`src/rtl/regfile_fwd_pkg.sv`:
```
// Shared constants and types for the register file with operand forwarding.
// Build option: REGFILE_BYPASS_EN enables EX/MEM forwarding.
package regfile_fwd_pkg;

  localparam logic RstEnable    = 1'b1;
  localparam logic WriteEnable  = 1'b1;
  localparam logic WriteDisable = 1'b0;
  localparam logic ReadEnable   = 1'b1;
  localparam logic ReadDisable  = 1'b0;

  localparam int unsigned RegBus     = 32;
  localparam int unsigned RegAddrBus = 5;
  localparam int unsigned RegNum     = 32;

  localparam logic [RegBus-1:0]     ZeroWord   = '0;
  localparam logic [RegAddrBus-1:0] NOPRegAddr = '0;

  // Where a read port takes its operand from.
  typedef enum logic [2:0] {
    SelZero,
    SelEx,
    SelMem,
    SelWb,
    SelArray
  } src_sel_e;

endpackage

```
`src/rtl/regfile_fwd_fwd_mux.sv`:
```
// One read port: producer priority select plus its hazard term.
// Build option: REGFILE_BYPASS_EN selects EX/MEM forwarding vs. stall-on-any-pending.
module regfile_fwd_fwd_mux
  import regfile_fwd_pkg::*;
#(
  parameter int unsigned DataW = RegBus,
  parameter int unsigned AddrW = RegAddrBus
) (
  input  logic             rst_i,
  input  logic             re_i,
  input  logic [AddrW-1:0] raddr_i,
  input  logic             ex_wreg_i,
  input  logic [AddrW-1:0] ex_wd_i,
  input  logic [DataW-1:0] ex_wdata_i,
  input  logic             ex_is_load_i,
  input  logic             mem_wreg_i,
  input  logic [AddrW-1:0] mem_wd_i,
  input  logic [DataW-1:0] mem_wdata_i,
  input  logic             we_i,
  input  logic [AddrW-1:0] waddr_i,
  input  logic [DataW-1:0] wdata_i,
  input  logic [DataW-1:0] array_data_i,
  output logic [DataW-1:0] rdata_o,
  output logic             stall_o
);

  src_sel_e sel;
  logic     rd_live;
  logic     ex_hit;
  logic     mem_hit;
  logic     wb_hit;

  assign rd_live = (rst_i != RstEnable) && (re_i == ReadEnable) &&
                   (raddr_i != AddrW'(NOPRegAddr));
  // ex_wreg is already gated on overflow, so a dropped result never matches.
  assign ex_hit  = ex_wreg_i && (ex_wd_i == raddr_i);
  assign mem_hit = mem_wreg_i && (mem_wd_i == raddr_i);
  assign wb_hit  = (we_i == WriteEnable) && (waddr_i == raddr_i);

  always_comb begin
    sel = SelZero;
    if (rd_live) begin
`ifdef REGFILE_BYPASS_EN
      if (ex_hit) begin
        sel = SelEx;
      end else if (mem_hit) begin
        sel = SelMem;
      end else if (wb_hit) begin
        sel = SelWb;
      end else begin
        sel = SelArray;
      end
`else
      if (wb_hit) begin
        sel = SelWb;
      end else begin
        sel = SelArray;
      end
`endif
    end
  end

  always_comb begin
    rdata_o = '0;
    case (sel)
      SelEx:    rdata_o = ex_wdata_i;
      SelMem:   rdata_o = mem_wdata_i;
      SelWb:    rdata_o = wdata_i;
      SelArray: rdata_o = array_data_i;
      default:  rdata_o = '0;
    endcase
  end

`ifdef REGFILE_BYPASS_EN
  assign stall_o = rd_live && ex_hit && ex_is_load_i;
`else
  // Without bypass any in-flight producer of the operand must drain first.
  assign stall_o = rd_live && (ex_hit || mem_hit);
  logic unused_is_load;
  assign unused_is_load = ex_is_load_i;
`endif

endmodule

```
`src/rtl/regfile_fwd.sv`:
```
// MIPS register file with EX/MEM/WB operand forwarding and load-use stall.
// Build option: REGFILE_BYPASS_EN (undefined: WB write-through only, stall on pending).
module regfile_fwd
  import regfile_fwd_pkg::*;
#(
  parameter int unsigned DATA_W   = RegBus,
  parameter int unsigned ADDR_W   = RegAddrBus,
  parameter int unsigned NUM_REGS = RegNum
) (
  input  logic              clk,
  input  logic              rst,
  input  logic              re1,
  input  logic [ADDR_W-1:0] raddr1,
  output logic [DATA_W-1:0] rdata1,
  input  logic              re2,
  input  logic [ADDR_W-1:0] raddr2,
  output logic [DATA_W-1:0] rdata2,
  input  logic              ex_wreg,
  input  logic [ADDR_W-1:0] ex_wd,
  input  logic [DATA_W-1:0] ex_wdata,
  input  logic              ex_is_load,
  input  logic              mem_wreg,
  input  logic [ADDR_W-1:0] mem_wd,
  input  logic [DATA_W-1:0] mem_wdata,
  input  logic              we,
  input  logic [ADDR_W-1:0] waddr,
  input  logic [DATA_W-1:0] wdata,
  output logic              stall_req
);

  logic [DATA_W-1:0] regs_q [NUM_REGS];
  logic              stall1;
  logic              stall2;

  // Entry 0 is never written, so it stays at its reset value of zero.
  always_ff @(posedge clk or posedge rst) begin
    if (rst) begin
      for (int unsigned i = 0; i < NUM_REGS; i++) begin
        regs_q[i] <= '0;
      end
    end else if ((we == WriteEnable) && (waddr != ADDR_W'(NOPRegAddr))) begin
      regs_q[waddr] <= wdata;
    end
  end

  regfile_fwd_fwd_mux #(
    .DataW(DATA_W),
    .AddrW(ADDR_W)
  ) u_fwd_mux1 (
    .rst_i       (rst),
    .re_i        (re1),
    .raddr_i     (raddr1),
    .ex_wreg_i   (ex_wreg),
    .ex_wd_i     (ex_wd),
    .ex_wdata_i  (ex_wdata),
    .ex_is_load_i(ex_is_load),
    .mem_wreg_i  (mem_wreg),
    .mem_wd_i    (mem_wd),
    .mem_wdata_i (mem_wdata),
    .we_i        (we),
    .waddr_i     (waddr),
    .wdata_i     (wdata),
    .array_data_i(regs_q[raddr1]),
    .rdata_o     (rdata1),
    .stall_o     (stall1)
  );

  regfile_fwd_fwd_mux #(
    .DataW(DATA_W),
    .AddrW(ADDR_W)
  ) u_fwd_mux2 (
    .rst_i       (rst),
    .re_i        (re2),
    .raddr_i     (raddr2),
    .ex_wreg_i   (ex_wreg),
    .ex_wd_i     (ex_wd),
    .ex_wdata_i  (ex_wdata),
    .ex_is_load_i(ex_is_load),
    .mem_wreg_i  (mem_wreg),
    .mem_wd_i    (mem_wd),
    .mem_wdata_i (mem_wdata),
    .we_i        (we),
    .waddr_i     (waddr),
    .wdata_i     (wdata),
    .array_data_i(regs_q[raddr2]),
    .rdata_o     (rdata2),
    .stall_o     (stall2)
  );

  assign stall_req = stall1 | stall2;

endmodule
```
`config.mk`:
```
export PLATFORM = sky130hd
export DESIGN_NAME = regfile_fwd
export DESIGN_NICKNAME = d
export VERILOG_FILES = /design/src/rtl/regfile_fwd_pkg.sv /design/src/rtl/regfile_fwd_fwd_mux.sv /design/src/rtl/regfile_fwd.sv
export SDC_FILE = /design/constraint.sdc
export NUM_CORES = 2
export LEC_CHECK = 0
export CAP_MARGIN = 20
export CELL_PAD_IN_SITES_DETAIL_PLACEMENT = 1
export CELL_PAD_IN_SITES_GLOBAL_PLACEMENT = 2
export CORE_AREA = 2 2 265 462
export DETAILED_ROUTE_END_ITERATION = 10
export DIE_AREA = 0 0 267 464
export PLACE_DENSITY_LB_ADDON = 0.1
export SYNTH_ARGS = -nofsm -noshare
export SYNTH_HDL_FRONTEND = slang
export SYNTH_SLANG_ARGS = --single-unit
```
`constraint.sdc`:
```
create_clock -name clk -period 44.7 [get_ports clk]
set_input_delay 6.705 -clock clk [delete_from_list [all_inputs] [get_ports clk]]
set_output_delay 6.705 -clock clk [all_outputs]
set_load 0.01 [all_outputs]
```
## Word-level counts from Yosys, hierarchy flattened

Cells that the tools add are included.

- Magnitude comparators: 4
- Eq/ne operators: 14
- Muxes and demuxes: 15
- Bitwise operators: 5
- Reductions and logical operators: 19

Operator list:

| kind | count |
|---|---|
| 1024-bit bitwise mux | 1 |
| 32-bit binary-select mux with 5-bit select | 2 |
| 32-bit case mux with 4 select lines | 2 |
| 32-bit demux with 5-bit select | 1 |
| 32-bit 2-to-1 mux | 5 |
| 5-bit == test | 6 |
| 6-bit greater-or-equal comparator, second input constant | 3 |
| 5-bit NOT with 6-bit output | 3 |
| 5-bit nonzero test | 3 |
| 1-bit logical AND | 14 |
| 3-bit by 2-bit == test with 1-bit output, second input constant | 4 |
| 3-bit 2-to-1 mux | 4 |
| 3-bit by 1-bit == test with 1-bit output, second input constant | 2 |
| 3-bit == test, second input constant | 2 |
| 6-bit by 1-bit less-than comparator with 1-bit output, second input constant | 1 |
| 1-bit logical OR | 2 |
| 1-bit NOT | 1 |
| 1-bit bitwise OR | 1 |

- Register bits: 1,024
- Input port bits: 129
- Output and inout bits: 65
- Logic and storage cells: 89

## Depth between registers and ports, before layout

- Word-level depth: 6
- Depth in mapped cells: 10
- Mapped depth without buffers: 5

## Hierarchy

Synthesis repeated with hierarchy kept, for this count alone.

- Cell total of the unflattened synthesis: 4,883
- Area total of the unflattened synthesis: 57,490.1 sq um

Modules (own cells, without submodules):

| module | times used | cells each | area an instance (sq um) | sequential area each (sq um) |
|---|---|---|---|---|
| regfile_fwd | 1 | 4,603 | 55,946.2 | 25,624.6 |
| regfile_fwd_fwd_mux | 2 | 140 | 772.0 | 0.0 |

## Least setup slack after synthesis

OpenSTA, ideal clock, no wires.

- Path kind: in2out
- Start: input rst
- End: output rdata1[0]
- Arrival time: 31,455 ps
- Required time: 37,995 ps
- Path slack: 6,540 ps
- Stages: 5
- Buffers on the path: 1
- Cell sequence: inv_1 -> o211ai_1 -> nor3_1 -> clkbuf_1 -> a22o_1

- Longest elaborated chain between the ends: 6
- Elaborated cells on any way between the ends: 9
- Classes of those cells: eq/ne (4); mux (2); bitwise (1); reduce/logical (2)

RTL lines:

| element | line | RTL |
|---|---|---|
| start, declared | regfile_fwd.sv:11 | `input logic rst,` |
| 1-bit NOT * | regfile_fwd_fwd_mux.sv:33 | `assign rd_live = (rst_i != RstEnable) && (re_i == ReadEnable) &&` |
| 1-bit logical AND * (2 in a row) | regfile_fwd_fwd_mux.sv:33 |  |
| 3-bit 2-to-1 mux * | regfile_fwd_fwd_mux.sv:42 | `if (rd_live) begin` |
| 3-bit == test (tied with other cells) | regfile_fwd_fwd_mux.sv:65 | `case (sel)` |
| 32-bit case mux with 4 select lines * | regfile_fwd_fwd_mux.sv:65 |  |
| end, declared | regfile_fwd.sv:14 | `output logic [DATA_W-1:0] rdata1,` |

Every way passes the cells marked *; elsewhere a longest branch is shown, timed or not.

## Final worst setup path

- Start: input rst
- End: output rdata1[31]

The elaborated chain is that of the path after synthesis.

==> out/metrics.cfg <==
[floorplan]
dieArea_um2 = 124000
coreArea_um2 = 120000
ios = 194
fp.dieW_um = 267
rows = 168
die_y_um = 464
initial_core_util_pct = 45.7

[final_layout]
largest_reg_flops = 1024
final_layout_size_suffix_gt1_share_pct = 50.1
top_register = regs_q
reg_top3 = regs_q (1024)
area_growth_pct = 11.7
final_cell_area_um2 = 61200
final_nets = 3703

[sta]
slew_headroom_pct = 16.6
period_share_pct = 39.9
setup_slack_ps = 26870
clock_skew_ps = 0
fin_hold_ws_ps = 398
worst_pin_slew_ps = 1250
max_freq_mhz = 56.1
finalSetupViolCount = 0
hold_violations = 0
finalCriticalPeriod_ps = 17830
rsz0062_at_grt = false
setup_tns_ps = 0
slew_viol_final = 0

[cts]
path_clk_slew_ps = 60
htree_levels = 3
ctsHoldBuffers = 0
numCtsBuffers = 102
cts.sinks = 1024
post-cts-setup-buffer-count = 0
clk_latency_ps = 720
cts_max_path_buffers = 3
cts-resized-gates = 0
cts_tree = built
root_buffer = clkbuf_16

[synth]
syn_area_um2 = 54800
synth_top_flop_cell = dfrtp_1
avgSynthCellArea_um2 = 15.0
synth_edf_count = 0
ys_top_cells_by_count = 1,024 x dfrtp_1, 986 x mux2_2, 494 x mux4_2
synth_top_cell_area_share_pct = 46.7
post-synth-top-area-cell = dfrtp_1
yosysSeqAreaShare_pct = 46.7
syn_inst = 3650
ys_types = 58
syn_nets = 3779
yosysMostFrequentCell = dfrtp_1
ys_warn_count = 0
synthArstFlopShare_pct = 100
ys_ff_latch = 1024
synthTopCellsByArea = dfrtp_1 47%, mux4_2 20%, mux2_2 20%, clkbuf_1 1.6%, mux2i_1 1.4%

[placed_design]
dp_slack_ps = 26710
dp_hpwl_um = 124000
postPlaceCellArea_um2 = 57300
gp_congestion = 0.817
io_buffers = 128

[worst_setup_path]
worst-path-buf-inv = 4
startpoint_type = input port
crit_path_cell_trace = clkdlybuf4s50_1 > inv_8 > o211ai_1 > nor3_2 > buf_4 > a22o_1 > clkdlybuf4s50_1
critPathSlowestCell = nor3_2
path_delay_family = buffers and inverters
path_class = input port to output pin
endpoint_kind = output pin
cp.arrival_ps = 11130
crit_fanout = 98
crit_path_frequent_cell = clkdlybuf4s50_1
required_ps = 37990
slowest_delay_ps = 970

[pwr]
p_leak_nw = 25.8
ir_drop_mv = 0.0297
p_per_area_nw_per_um2 = 44.2

[detailed_routing]
drc = 0
drt_wl_total_um = 208000
vias_per_cell = 6.78
avgRoutedWirePerCell_um = 39.6
drt_iter0_drc = 2791
first_pass_iters = 5
vias = 35709
ant_nets = 0

[run]
max_cap_violations = 0

[global_routing]
grt_pass1_wl_um = 300000
antenna_found_initial = 15
gr-usage-all-layers_pct = 34.3
grt_pass1_vias = 39980
grt_max_degree = 162
grt_overflow = 0

[hold_path]
min_path_type = flop to flop

[outcome]
status = complete, no violations

-- final cells by class --
class                           instances  area [um^2]
Inverter                                5         26.3
Clock inverter                         34          397
Timing Repair Buffer                  247         2580
Antenna cell                            3         7.51
Tap cell                             1615         2020
Multi-Input combinational cell       2194        27500
Clock buffer                          147         3050
Fill cell                           11226        58800
Sequential cell                      1024        25600
-- final timing paths --
| kind | to | cells after the start | start | slack, ps |
|---|---|---|---|---|
| worst max-delay path | rdata1[31] | 7 | rst | 26870 |
| worst min-delay path | regs_q[1004]$_DFFE_PP0P_ | 0 | regs_q[1004]$_DFFE_PP0P_ | 400 |
| worst max register to register | regs_q[705]$_DFFE_PP0P_ | 1 | regs_q[705]$_DFFE_PP0P_ | 43880 |
| worst min register to register | regs_q[1004]$_DFFE_PP0P_ | 0 | regs_q[1004]$_DFFE_PP0P_ | 400 |
| max in group asynchronous | regs_q[999]$_DFFE_PP0P_ | 6 | rst | 35120 |
| min in group asynchronous | regs_q[789]$_DFFE_PP0P_ | 2 | rst | 6520 |
-- cell families after synthesis --
| family | synth area share [%] |
|---|---|
| buffers and inverters | 3.50 |
| XOR/XNOR | 0.479 |
| AO/OA/AOI/OAI | 4.92 |
| AND/OR/NAND/NOR | 2.27 |
| multiplexers | 42.1 |
| flip-flops | 46.7 |
-- report_power, final --
group,internal [W],leakage [nW],switching [W]
sequential,0.00110,13.1,0.000137
clock,0.000517,1.71,0.000393
combinational,0.000329,11.0,0.000227
-- per-layer routing --
| layer | wire length, um | track usage, % |
|---|---|---|
| met4 | 12400 | 18.0 |
| met3 | 11500 | 5.76 |
| met1 | 78000 | 41.2 |
| met2 | 106000 | 58.8 |
| met5 | 121 | 0 |
-- metrics by stage --
step	std cells	util, %	total power [W]
after floorplan	3650	-	0.00163
after global placement	5063	47.7	0.00175
after detailed placement	5064	47.7	0.00180
after CTS	5245	50.6	0.00271
after global routing	5268	51.0	0.00281
final	5269	51.0	0.00271
-- cells in the final DEF (no fill, tap or decap), types with 35 or more instances in the layout --
| cell | instances |
|---|---|
| o22ai_1 | 49 |
| mux2i_1 | 77 |
| mux4_2 | 494 |
| clkdlybuf4s50_1 | 120 |
| a211oi_1 | 54 |
| dfrtp_1 | 1024 |
| nor2b_1 | 45 |
| nand3_1 | 42 |
| clkbuf_16 | 112 |
| mux2_2 | 986 |
| buf_4 | 94 |
| a22oi_1 | 97 |
| a21oi_1 | 35 |
Note: power is estimated with default switching activity, not from simulation.
